`src/rtl/mips_pkg.sv`:
```
// rtl/mips_pkg.sv - shared pipeline-control types and widths
package mips_pkg;

   localparam int REG_ADDR_W = 5;

   typedef enum logic [2:0] {
      ST_IDLE  = 3'd0,
      ST_RUN   = 3'd1,
      ST_DRAIN = 3'd2,
      ST_DONE  = 3'd3
   } state_e;

endpackage

```
`src/rtl/hazard_detect.sv`:
```
// rtl/hazard_detect.sv - load-use hazard between the load in EX and the instruction in ID
module hazard_detect #(
   parameter int REG_ADDR_W = mips_pkg::REG_ADDR_W
) (
   input  logic [REG_ADDR_W-1:0] id_rs_i,
   input  logic [REG_ADDR_W-1:0] id_rt_i,
   input  logic                  idex_memread_i,
   input  logic [REG_ADDR_W-1:0] idex_rt_i,
   output logic                  load_use_o
);

   // $zero is never a real dependency, so a load targeting it cannot stall
   assign load_use_o = idex_memread_i && (idex_rt_i != '0) &&
                       ((idex_rt_i == id_rs_i) || (idex_rt_i == id_rt_i));

endmodule

```
`src/rtl/pipeline_ctrl.sv`:
```
// rtl/pipeline_ctrl.sv - 5-stage pipeline sequencer; PIPE_CTRL_CYCLE_CNT_EN adds a cycle counter
module pipeline_ctrl #(
   parameter int REG_ADDR_W   = mips_pkg::REG_ADDR_W,
   parameter int DRAIN_CYCLES = 3
`ifdef PIPE_CTRL_CYCLE_CNT_EN
   ,
   parameter int CNT_W        = 32
`endif
) (
   input  logic                  CLK,
   input  logic                  RESET,
   input  logic                  I_START,
   input  logic                  I_RUN_MODE,
   input  logic                  I_STEP,
   input  logic [REG_ADDR_W-1:0] I_ID_RS,
   input  logic [REG_ADDR_W-1:0] I_ID_RT,
   input  logic                  I_IDEX_MEMREAD,
   input  logic [REG_ADDR_W-1:0] I_IDEX_RT,
   input  logic                  I_BRANCH_TAKEN,
   input  logic                  I_HALT_ID,
   output logic                  O_PC_EN,
   output logic                  O_IFID_EN,
   output logic                  O_IDEX_EN,
   output logic                  O_EXMEM_EN,
   output logic                  O_MEMWB_EN,
   output logic                  O_IFID_FLUSH,
   output logic                  O_IDEX_BUBBLE,
   output logic                  O_DONE,
   output logic [2:0]            O_STATE
`ifdef PIPE_CTRL_CYCLE_CNT_EN
   ,
   output logic [CNT_W-1:0]      O_CYCLE_COUNT
`endif
);
   import mips_pkg::*;

   localparam int DW = (DRAIN_CYCLES > 1) ? $clog2(DRAIN_CYCLES) : 1;

   state_e        state_q, state_d;
   logic          mode_q, mode_d;
   logic          step_q;
   logic [DW-1:0] drain_q, drain_d;
   logic          load_use;
   logic          adv;

   hazard_detect #(.REG_ADDR_W(REG_ADDR_W)) u_hazard (
      .id_rs_i        (I_ID_RS),
      .id_rt_i        (I_ID_RT),
      .idex_memread_i (I_IDEX_MEMREAD),
      .idex_rt_i      (I_IDEX_RT),
      .load_use_o     (load_use)
   );

   // Single-step advances only on the rising edge of I_STEP
   assign adv = ((state_q == ST_RUN) || (state_q == ST_DRAIN)) &&
                (mode_q || (I_STEP && !step_q));

   always_ff @(posedge CLK) begin
      if (RESET) begin
         state_q <= ST_IDLE;
         mode_q  <= 1'b0;
         step_q  <= 1'b0;
         drain_q <= '0;
      end else begin
         state_q <= state_d;
         mode_q  <= mode_d;
         step_q  <= I_STEP;
         drain_q <= drain_d;
      end
   end

   always_comb begin
      state_d       = state_q;
      mode_d        = mode_q;
      drain_d       = drain_q;
      O_PC_EN       = 1'b0;
      O_IFID_EN     = 1'b0;
      O_IDEX_EN     = 1'b0;
      O_EXMEM_EN    = 1'b0;
      O_MEMWB_EN    = 1'b0;
      O_IFID_FLUSH  = 1'b0;
      O_IDEX_BUBBLE = 1'b0;
      case (state_q)
         ST_IDLE: begin
            if (I_START) begin
               state_d = ST_RUN;
               mode_d  = I_RUN_MODE;
            end
         end
         ST_RUN: begin
            if (adv) begin
               O_IDEX_EN  = 1'b1;
               O_EXMEM_EN = 1'b1;
               O_MEMWB_EN = 1'b1;
               if (load_use) begin
                  O_IDEX_BUBBLE = 1'b1;
               end else begin
                  O_PC_EN      = 1'b1;
                  O_IFID_EN    = 1'b1;
                  O_IFID_FLUSH = I_BRANCH_TAKEN;
                  if (I_HALT_ID) begin
                     state_d = ST_DRAIN;
                     drain_d = DW'(DRAIN_CYCLES - 1);
                  end
               end
            end
         end
         ST_DRAIN: begin
            // Fetch is frozen; bubbles push the in-flight instructions out
            if (adv) begin
               O_IDEX_EN     = 1'b1;
               O_EXMEM_EN    = 1'b1;
               O_MEMWB_EN    = 1'b1;
               O_IDEX_BUBBLE = 1'b1;
               if (drain_q == '0) state_d = ST_DONE;
               else               drain_d = drain_q - 1'b1;
            end
         end
         ST_DONE: ;
         default: state_d = ST_IDLE;
      endcase
   end

   assign O_DONE  = (state_q == ST_DONE);
   assign O_STATE = state_q;

`ifdef PIPE_CTRL_CYCLE_CNT_EN
   logic [CNT_W-1:0] cycle_q;

   always_ff @(posedge CLK) begin
      if (RESET)    cycle_q <= '0;
      else if (adv) cycle_q <= cycle_q + 1'b1;
   end

   assign O_CYCLE_COUNT = cycle_q;
`endif

endmodule

```
`config.mk`:
```
export PLATFORM = sky130hd
export DESIGN_NAME = pipeline_ctrl
export DESIGN_NICKNAME = d
export VERILOG_FILES = /design/src/rtl/mips_pkg.sv /design/src/rtl/hazard_detect.sv /design/src/rtl/pipeline_ctrl.sv
export SDC_FILE = /design/constraint.sdc
export NUM_CORES = 1
export LEC_CHECK = 0
export CORE_MARGIN = 1
export CORE_UTILIZATION = 34
export CTS_BUF_LIST = sky130_fd_sc_hd__clkbuf_8 sky130_fd_sc_hd__clkbuf_16
export CTS_CLUSTER_DIAMETER = 40
export CTS_CLUSTER_SIZE = 24
export DETAILED_ROUTE_END_ITERATION = 16
export PLACE_DENSITY_LB_ADDON = 0.12
export SKIP_LAST_GASP = 1
export SYNTH_ARGS = -nofsm -noshare
export SYNTH_HDL_FRONTEND = slang
export SYNTH_SLANG_ARGS = --single-unit
```
`constraint.sdc`:
```
create_clock -name CLK -period 3.3 [get_ports CLK]
set_clock_uncertainty 0.15 [all_clocks]
set_input_delay 0.825 -clock CLK [delete_from_list [all_inputs] [get_ports CLK]]
set_output_delay 0.825 -clock CLK [all_outputs]
set_load 0.01 [all_outputs]
```
# Yosys cells after proc, flatten, opt, wreduce, memory -nomap -nowiden
# Index checks and enable logic that the tools add are counted.
# totals
input_bits,23
mem_bits_ro,0
ramBits,0
register_bits,7
word_cells,58
output_inout_bits,11
latch_bits,0
memories,0
# op_classes
multipliers,0
bitwise,1
add_sub_neg,1
n_lt_le_gt_ge,0
n_div,0
muxes,24
n_reduce_logical,16
eq_ne,12
shifts,0
# ops
operator,count
3-bit two-way mux,6
"2-bit inequality test, second input constant",6
3-bit case mux with 4 select lines,1
5-bit equality test,2
1-bit two-way mux,10
2-bit two-way mux,5
7-bit AND reduction,1
"3-bit by 2-bit equality test with 1-bit output, second input constant",2
6-bit AND reduction,1
5-bit nonzero test,1
1-bit logical AND,4
2-bit case mux with 2 select lines,1
"3-bit by 1-bit equality test with 1-bit output, second input constant",1
3-bit logical NOT,1
1-bit logical OR,3
2-bit logical NOT,1
"2-bit by 1-bit inequality test with 1-bit output, second input constant",1
1-bit case mux with 2 select lines,1
2-bit AND reduction,1
2-bit nonzero test,1
2-bit OR reduction,1
"2-bit by 1-bit subtractor with 2-bit output, second input constant",1
1-bit logical NOT,1
1-bit NOT,1

# Longest topological paths before layout
# Gate-level depths: netlist (run 1).
# depth
ltp_word,6
ltp_mapped,8

# Modules after synthesis
# A second synthesis (run 1) with hierarchy kept.
# hier_totals
hier_cells,71
hier_area_um2,609.3
# modules_own_cells
module,area_each_um2,seq_area_each_um2,instances,cells_per_inst
pipeline_ctrl,484.2,120.1,1,54
hazard_detect,125.1,0.0,1,17

# Least setup slack after synthesis (run 1)
# Ideal clock, no wire load.
# synth_timing
path_type,input -> output
start,in I_IDEX_RT[0]
end,out O_IFID_FLUSH
required_time_ns,2.325
arrival_ns,2.162
path_buffers,0
stages,5
path_slack_ns,0.163
path_cell_list,or4_4 > o21ai_4 > nor2_1 > nor3_1 > and2_1
# synth_via
elab_chain_len,6
word_cells_on_any_way,9
classes_between,2 x eq/ne; 3 x mux; 4 x reduce/logical
# synth_rtl
element,line_no,source
"start, declared",pipeline_ctrl.sv:18,"input logic [REG_ADDR_W-1:0] I_IDEX_RT,"
5-bit equality test / 5-bit nonzero test (equally long branches),"hazard_detect.sv:14, hazard_detect.sv:13",
1-bit logical OR / 1-bit logical AND (equally long branches),"hazard_detect.sv:14, hazard_detect.sv:13",
1-bit logical AND (*),hazard_detect.sv:13,assign load_use_o = idex_memread_i && (idex_rt_i != '0) &&
1-bit two-way mux (*),pipeline_ctrl.sv:95,if (load_use) begin
1-bit two-way mux (*),pipeline_ctrl.sv:91,if (adv) begin
1-bit two-way mux (*),pipeline_ctrl.sv:83,case (state_q)
"end, declared",pipeline_ctrl.sv:26,"output logic O_IFID_FLUSH,"
# Every way passes the cells marked *; elsewhere a longest branch is shown, timed or not.

# Final worst setup path (run 1)
# Same ends and word-level chain as after synthesis.

==> results of run 1 <==
[critical path, stage by stage]
cell and delay [ps]:
dlygate4sd2_1 240, or4_4 560, o21ai_4 160, nor2_2 60, nor3_2 140, and2_1 140, buf_2 120
[layout make-up]
cell class                      count  area [sq um]
Fill cell                         144           568
Multi-Input combinational cell     58           455
Timing Repair Buffer               39           349
Sequential cell                     6           120
Clock buffer                        3          41.3
Inverter                            8          30.0
Tap cell                           24          30.0
[cell families after synthesis]
kind of cell	count (synthesis)
AO/OA/AOI/OAI	19
XOR/XNOR	10
adder cells (fa/ha/maj)	6
buffers and inverters	12
flip-flops	6
other	1
AND/OR/NAND/NOR	22
[routing by layer]
layer,share of wire [%],global-route usage (%)
met5,0,0
met4,1.3,5.45
met3,4.8,4.08
met2,46,27.1
met1,48,22.1
[what timing repair did]
item / CTS / global route
resized for setup: 31 / 3
endpoints found under the setup margin: 7 / 2
pin swaps: 6 / 8
[cell usage in the layout, fill, tap and decap left out, drive strengths merged]
cell | Yosys | routed
inv | 8 | 8
o211ai | 1 | 1
a311oi | 1 | 1
or4 | 2 | 2
ha | 6 | 6
a21oi | 7 | 7
clkdlybuf4s50 | 0 | 18
conb | 1 | 1
nand2 | 3 | 3
buf | 4 | 11
and2 | 1 | 1
nor2 | 6 | 6
o31ai | 1 | 1
o21ai | 5 | 5
o31a | 1 | 1
nor2b | 3 | 3
nor3 | 4 | 4
a21o | 1 | 1
nand4 | 1 | 1
clkbuf | 0 | 3
clkdlybuf4s15 | 0 | 1
dfxtp | 6 | 6
xor2 | 10 | 10
nand3 | 2 | 2
dlymetal6s2s | 0 | 2
dlygate4sd2 | 0 | 7
a22oi | 2 | 2
[power breakdown]
group	switching, mW	internal (mW)	leakage, nW
registers	0.0199	0.0918	0.0493
logic	0.164	0.158	0.394
clock network	0.0288	0.0781	0.0216
total	0.213	0.328	0.465
[state kept, by name, summed over array words and instances, names as in the netlist]
register and count:
O_STATE 2, mode_q 1, drain_q 2, step_q 1
[metrics by stage]
step / worst slack [ps] / utilization [%]
after floorplan: 163 / -
after global placement: -595 / 61.8
after detailed placement: -673 / 61.8
after CTS: -14.9 / 63.8
after global routing: 1.03 / 64.4
final: 79.9 / 64.4
[worst max-delay path by stage]
stage	start	to	slack, ps	cells after the start
finish	I_IDEX_RT[0]	O_IFID_FLUSH	80	7
global route	I_ID_RT[3]	O_IDEX_BUBBLE	1	9
CTS	I_IDEX_RT[2]	O_IFID_FLUSH	-10	7
floorplan	I_IDEX_RT[0]	O_IFID_FLUSH	160	5
global placement	I_IDEX_RT[3]	O_IFID_FLUSH	-590	7
detailed placement	I_IDEX_RT[3]	O_IFID_FLUSH	-670	7
==> qor.yml, run 1 <==
drt:
  firstDrtPassIters: 3
  post_drt_wl_per_cell_um: 10.5
  drt_iter0_markers: 8
  route.detailed.drc: 0
  vias_per_cell: 4.53
  wirelength_mm: 1.45
  dr_total_vias: 625
  final_antenna_net_count: 0
worst_setup_path:
  r2r_cells: 8
  timing.reg2reg.setup_slack_ps: 1050
  cp-start-kind: "input pin"
  cp_data_required_time_ps: 2320
  arrival_ps: 2250
  r2r_end: "O_STATE[0]"
  cp_max_fo: 3
  end_kind: "output pin"
  rr_startpoint: "O_STATE[0]"
  worstSetupPathType: "input pin to output pin"
grt:
  grt_overflow: 0
  grt_usage_pct: 16.8
  antenna_found_initial: 0
  grt_pass1_vias: 553
  grt_first_pass_wirelength_mm: 2.42
  grt_max_degree: 7
synthesis:
  ys.flop_type: "dfxtp_1"
  yosys.area_share.xor_xnor_pct: 14.3
  yosysTopAreaCell: "dfxtp_1"
  synth_simple_gate_area_share_pct: 18.6
  yosysWarnings: 0
  synthMuxAreaShare_pct: 0
  yosysUniqueCellTypes: 25
  synth_top_family_by_area: "compound AO/OA/AOI/OAI gates"
  synth_compound_area_share_pct: 24.7
  ys_ff_latch: 6
  synthAdderAreaFrac_pct: 12.3
  synth_most_common_cell: "xor2_1"
  yosysSeqAreaShare_pct: 19.6
  syn_inst: 76
  ys_top_cells_by_count: "xor2_1 (10), inv_1 (8), a21oi_1 (7)"
  synth_area_sq_um: 612
  synth.net_count: 105
  synth_async_sr_flop_share_pct: 0
  synth_edf_count: 0
  synth.area.top_cells: "dfxtp_1 (20%), xor2_1 (14%), ha_1 (12%)"
  avgSynthCellArea_sq_um: 8.05
  yosys.area.top_type_share_pct: 19.6
cts:
  clock_insertion_delay_worst_skew_ps: 220
  cts.sinks: 6
  htree_levels: 1
  cts_tree: "yes"
  numCtsBuffers: 3
  hold_buffers: 0
  clockRootBuffer: "clkbuf_8"
  clk_pin_slew_ps: 30
  clock_path_buffers: 2
  post_cts_buffers: 0
sta:
  fmaxAchievable_mhz: 311
  slew_viol_final: 0
  finalHoldViolations: 0
  timing.setup.tns_ps: 0
  final-setup-viol-count: 0
  whs_ps: 327
  min_period_over_period_pct: 97.6
  rsz0062_at_grt: "no"
  period_minus_slack_ps: 3220
pwr:
  vdd_drop_max_mv: 0.422
  powerDensity_nw_per_um2: 528
  total_power_uw: 541
  power.leakage_nw: 0.465
floorplanning:
  boundaryPins: 34
  core-area_sq_um: 1590
  start_util_pct: 38.4
  die_y_um: 44.4
  rows: 14
  die_w_um: 44.4
  die_area_sq_um: 1970
placement:
  dp.cells: 135
  gp_congestion: 0.761
  portBuffers: 32
  hpwl_mm: 1.25
  placed_cell_area_sq_um: 985
finish:
  nets: 145
  final-instance-count-excl-fill: 138
  drive_gt1_share_pct: 22.8
  areaGrowthSynthToFinish_pct: 67.7
  fin_area_sq_um: 1030
  antenna_cells: 0
status:
  outcome: "complete, no violations"
hold_path:
  holdCritPathClass: "register to register"
  holdPathEnd: "mode_q"
  min_from: "mode_q"
  hold_depth: 2
flow_run:
  cap_violations: 0
(Power assumes the default switching activity.)
==> run 2, diff against run 1 <==
- CORE_UTILIZATION: 34 -> 40
==> run 2 against run 1 <==
  * Global-route usage rose by 4.6 points
  * Register-to-register slack worse by 20 ps
  * Critical endpoint unchanged
  * Combinational power up 3%
  * Utilization increased by 15 points
  * Count of clock-buffer cells in the layout did not move
  * Maximum frequency decreased by 1.0%
==> qor.yml, run 2 (synthesis gave the netlist of run 1 again) <==
status:
  outcome: "complete, no violations"
finish:
  final-instance-count-excl-fill: 131  # -5.1%
  layout_common_cells: "clkdlybuf4s50_1 (13), buf_4 (9), inv_1 (8)"
  fillers: 98  # -32%
  areaGrowthSynthToFinish_pct: 76.5
  fin_area_sq_um: 1080  # +5.2%
  final_common_cell: "clkdlybuf4s50_1"
  drive_gt1_share_pct: 25.9  # +3.1 points
  antenna_cells: 0  # unchanged
  nets: 147  # +1.4%
cts:
  clockRootBuffer: "clkbuf_8"
  numCtsBuffers: 3  # unchanged
  clock_path_buffers: 2  # unchanged
  cts.sinks: 6  # unchanged
  clk_pin_slew_ps: 40  # about the same
  clock_insertion_delay_worst_skew_ps: 220  # about the same
  cts_tree: "yes"
  htree_levels: 1  # unchanged
sta:
  fmaxAchievable_mhz: 307  # -1.0%
  setup_ws_ps: 46.5  # -33.4 ps
  slew_viol_final: 0  # unchanged
  final-setup-viol-count: 0  # unchanged
  period_minus_slack_ps: 3250  # +33.4 ps
  min_period_over_period_pct: 98.6  # +1.0 points
  finalHoldViolations: 0  # unchanged
  whs_ps: 320  # -6.62 ps
  rsz0062_at_grt: "yes"
grt:
  met2_usage_pct: 33.2  # +6.1 points
  grt_first_pass_wirelength_mm: 2.37  # -2.0%
  grt_overflow: 0  # unchanged
  grt_usage_pct: 21.4  # +4.6 points
  grt_pass1_vias: 570  # +3.1%
  top_usage_layer: "met2"
  grt_max_degree: 7  # unchanged
  grtUsageMet1_pct: 27.3  # +5.2 points
  antenna_found_initial: 0  # unchanged
  use_met3_pct: 5.43  # +1.4 points
worst_setup_path:
  cp-start-kind: "input pin"
  cp_max_fo: 3  # unchanged
  cp_data_required_time_ps: 2320  # about the same
  timing.reg2reg.setup_slack_ps: 1030  # -20 ps
  arrival_ps: 2280  # +30 ps
  end_kind: "output pin"
  worstSetupPathType: "input pin to output pin"
drt:
  post_drt_wl_per_cell_um: 13.2  # +26%
  drt_iter0_markers: 19  # +11
  firstDrtPassIters: 4  # +1
  vias_per_cell: 5.02  # +11%
  dr_total_vias: 657  # +5.1%
  route.detailed.drc: 0  # unchanged
  wirelength_mm: 1.73  # +19%
  final_antenna_net_count: 0  # unchanged
pwr:
  powerDensity_nw_per_um2: 514  # -2.6%
  total_power_uw: 555  # +2.5%
  power.leakage_nw: 0.521  # +12%
  vdd_drop_max_mv: 0.403  # -4.5%
floorplanning:
  core-area_sq_um: 1370  # -14%
  die_area_sq_um: 1690  # -14%
  start_util_pct: 44.8  # +6.4 points
  boundaryPins: 34  # unchanged
  die_w_um: 41.1  # -7.5%
  rows: 13  # -1
  die_y_um: 41.1  # -7.5%
placement:
  portBuffers: 32  # unchanged
  placed_cell_area_sq_um: 981  # -0.38%
  hpwl_mm: 1.27  # +1.5%
  dp.cells: 127  # -5.9%
  gp_congestion: 0.733  # -3.7%
  pre_cts_ws_ps: -614  # +58.9 ps
hold_path:
  holdCritPathClass: "register to register"
flow_run:
  cap_violations: 0  # unchanged
[run 2: changes by cell type in the layout (fill, tap and decap cells not counted)]
| cell | delta |
|---|---|
| xor2_1 | -3 |
| clkdlybuf4s50_1 | -5 |
| clkdlybuf4s15_2 | +2 |
| a21oi_2 | -1 |
| buf_6 | +1 |
| dlymetal6s2s_1 | +5 |
| buf_2 | -3 |
| xor2_2 | +3 |
| a21oi_1 | +1 |
| buf_4 | +2 |
[run 2: per-stage QoR]
step	util [%]	TNS (ps)
2_1_floorplan	-	0
4_1_cts	75.5	-15.1
5_1_grt	79.0	-53.9
6_report	79.0	0
3_3_place_gp	71.8	-2160
3_5_place_dp	71.8	-2440
[run 2: repair_timing]
item                                    4_1_cts  5_1_grt
resized for setup                            27       13
endpoints found under the setup margin        7        4
hold buffers                                  0        0
setup buffers                                 0        1
pin swaps                                     6       15
[run 2: area by class of cell]
type                       count  area, sq um  share of cell area (%)
multi-input combinational     58          474                    43.9
timing repair buffer          41          395                    36.6
sequential                     6          120                    11.1
clock buffer                   3         41.3                    3.82
inverter                       8         30.0                    2.78
tap                           15         18.8                    1.74
[run 2: worst paths after layout]
kind | start | endpoint | depth (start not counted)
worst max-delay path | I_ID_RS[0] | O_IFID_FLUSH | 8
worst min-delay path | mode_q | mode_q | 2
worst max register to register | O_STATE[0] | O_STATE[0] | 8
worst min register to register | mode_q | mode_q | 2
[run 2: layer usage]
| metal | vias up | routed length [um] | share of wire (%) |
|---|---|---|---|
| li1 | 333 | - | - |
| met1 | 287 | 756 | 44 |
| met2 | 31 | 812 | 47 |
| met3 | 6 | 117 | 6.8 |
| met4 | 0 | 45 | 2.6 |
| met5 | - | 0 | 0 |
[run 2: worst max-delay path: stages]
cell and delay (ps):
clkdlybuf4s50_1 460, xor2_2 180, nor3_2 210, a22oi_2 100, nor2_2 160, nor3_2 60, and2_1 170, buf_6 120
[run 2: where the power goes]
group | switching (mW) | internal [mW]
clock | 0.0307 | 0.0783
sequential | 0.0200 | 0.0918
combinational | 0.171 | 0.163
==> run 3, diff against run 2 <==
- CAP_MARGIN: default -> 0
- SETUP_SLACK_MARGIN: default -> 0.05
==> run 3 against run 2 <==
  * Sequential power is essentially flat
  * Wire length increased by 5.8%
  * Total power up 0.71%
  * Critical endpoint unchanged
  * Maximum frequency rose by 2.9%
  * Non-clock buffer count is the same
  * Sequential share of layout area about the same
  * Combinational power increased by 1%
  * Largest power group unchanged
==> qor.yml, run 3 (synthesis gave the netlist of run 1 again) <==
worst_setup_path:
  cp-start-kind: "input pin"
  arrival_ps: 2190  # -90 ps
  worstSetupPathType: "input pin to output pin"
  end_kind: "output pin"
  rr_startpoint: "O_STATE[1]"
  critPathLaunch: "I_IDEX_RT[0]"
  cp_max_fo: 3  # unchanged
  cp_data_required_time_ps: 2320  # about the same
hold_path:
  holdCritPathClass: "register to register"
  min_from: "mode_q"
drt:
  dr_total_vias: 671  # +2.1%
  post_drt_wl_per_cell_um: 14.0  # +5.8%
  drt_iter0_markers: 12  # -7
  final_antenna_net_count: 0  # unchanged
  route.detailed.drc: 0  # unchanged
  vias_per_cell: 5.12  # +2.1%
  firstDrtPassIters: 4  # unchanged
  wirelength_mm: 1.83  # +5.8%
grt:
  grt_overflow: 0  # unchanged
  antenna_found_initial: 0  # unchanged
  grt_max_degree: 7  # unchanged
  grt_pass1_vias: 570  # unchanged
  grt_first_pass_wirelength_mm: 2.37  # unchanged
  grt_usage_pct: 21.4  # unchanged
sta:
  rsz0062_at_grt: "no"
  min_period_over_period_pct: 95.9  # -2.7 points
  finalHoldViolations: 0  # unchanged
  slew_viol_final: 0  # unchanged
  period_minus_slack_ps: 3160  # -90.4 ps
  timing.setup.tns_ps: 0  # unchanged
  fmaxAchievable_mhz: 316  # +2.9%
  final-setup-viol-count: 0  # unchanged
finish:
  layout_common_cells: "dlymetal6s2s_1 (10), clkdlybuf4s50_1 (10), inv_1 (8), buf_4 (8)"
  drive_gt1_share_pct: 25.9  # unchanged
  post-route-util_pct: 79.2  # +0.18 points
  nets: 147  # unchanged
  areaGrowthSynthToFinish_pct: 76.9
  antenna_cells: 0  # unchanged
cts:
  clock_path_buffers: 2  # unchanged
  clk_pin_slew_ps: 40  # about the same
  numCtsBuffers: 3  # unchanged
  clock_insertion_delay_worst_skew_ps: 220  # about the same
  cts.sinks: 6  # unchanged
  cts_tree: "yes"
  clockRootBuffer: "clkbuf_8"
  htree_levels: 1  # unchanged
floorplanning:
  core-area_sq_um: 1370  # unchanged
  rows: 13  # unchanged
  die_area_sq_um: 1690  # unchanged
  die_w_um: 41.1  # unchanged
  boundaryPins: 34  # unchanged
  die_y_um: 41.1  # unchanged
  start_util_pct: 44.8  # unchanged
status:
  outcome: "complete, no violations"
placement:
  hpwl_mm: 1.27  # unchanged
  gp_congestion: 0.733  # unchanged
  portBuffers: 32  # unchanged
pwr:
  powerDensity_nw_per_um2: 516  # +0.48%
  vdd_drop_max_mv: 0.406  # +0.64%
  power.leakage_nw: 0.551  # +5.8%
flow_run:
  cap_violations: 0  # unchanged
==> run 3: cell types whose count changed in the layout (fill, tap and decap cells not counted), sizes merged <==
cell,previous run,this run
buf,11,13
clkdlybuf4s15,3,4
clkdlybuf4s50,13,10
dlygate4sd2,7,4
dlymetal6s2s,7,10
==> run 3: worst paths after layout <==
check / slack (ps) / endpoint / cells past startpoint
worst min register to register: 320 / mode_q / 2
worst max register to register: 990 / O_STATE[0] / 8
worst min-delay path: 320 / mode_q / 2
worst max-delay path: 140 / O_IFID_FLUSH / 7
==> run 3: area by class of cell <==
class,count,area [sq um]
Timing Repair Buffer,41,398
Clock buffer,3,41.3
Inverter,8,30.0
Tap cell,15,18.8
Sequential cell,6,120
Fill cell,94,284
Multi-Input combinational cell,58,474
==> run 3: metrics by stage <==
step,power (mW),worst slack (ps),instances,hold slack (ps),cell area (sq um)
floorplan,0.324,163,76,290,612
global placement,0.440,-553,127,309,981
detailed placement,0.448,-614,127,311,981
CTS,0.549,6.68,130,321,1010
global route,0.599,62.6,131,337,1080
finish,0.559,137,131,324,1080
==> run 3: critical path, stage by stage <==
cell and delay (ps):
clkdlybuf4s15_1 210, or4_4 530, o21ai_4 150, nor2_2 60, nor3_2 140, and2_1 170, buf_6 100
==> run 3: layer usage <==
metal / track usage (%) / wire length, um
met1: 27.3 / 794
met2: 33.2 / 937
met3: 5.43 / 85
met4: 10.5 / 15
met5: 0 / 0
==> run 3: timing repair <==
action | 4_1_cts | 5_1_grt
setup buffers | 0 | 1
pin swaps | 7 | 18
hold buffers | 0 | 0
resized for setup | 30 | 19
endpoints found under the setup margin | 7 | 4
hold endpoints to repair | 0 | 0
==> run 3: power by group <==
group          internal [mW]  switching, mW  total (mW)
clock network         0.0783         0.0305       0.109
registers             0.0918         0.0207       0.112
logic                  0.161          0.176       0.338
total                  0.331          0.228       0.559
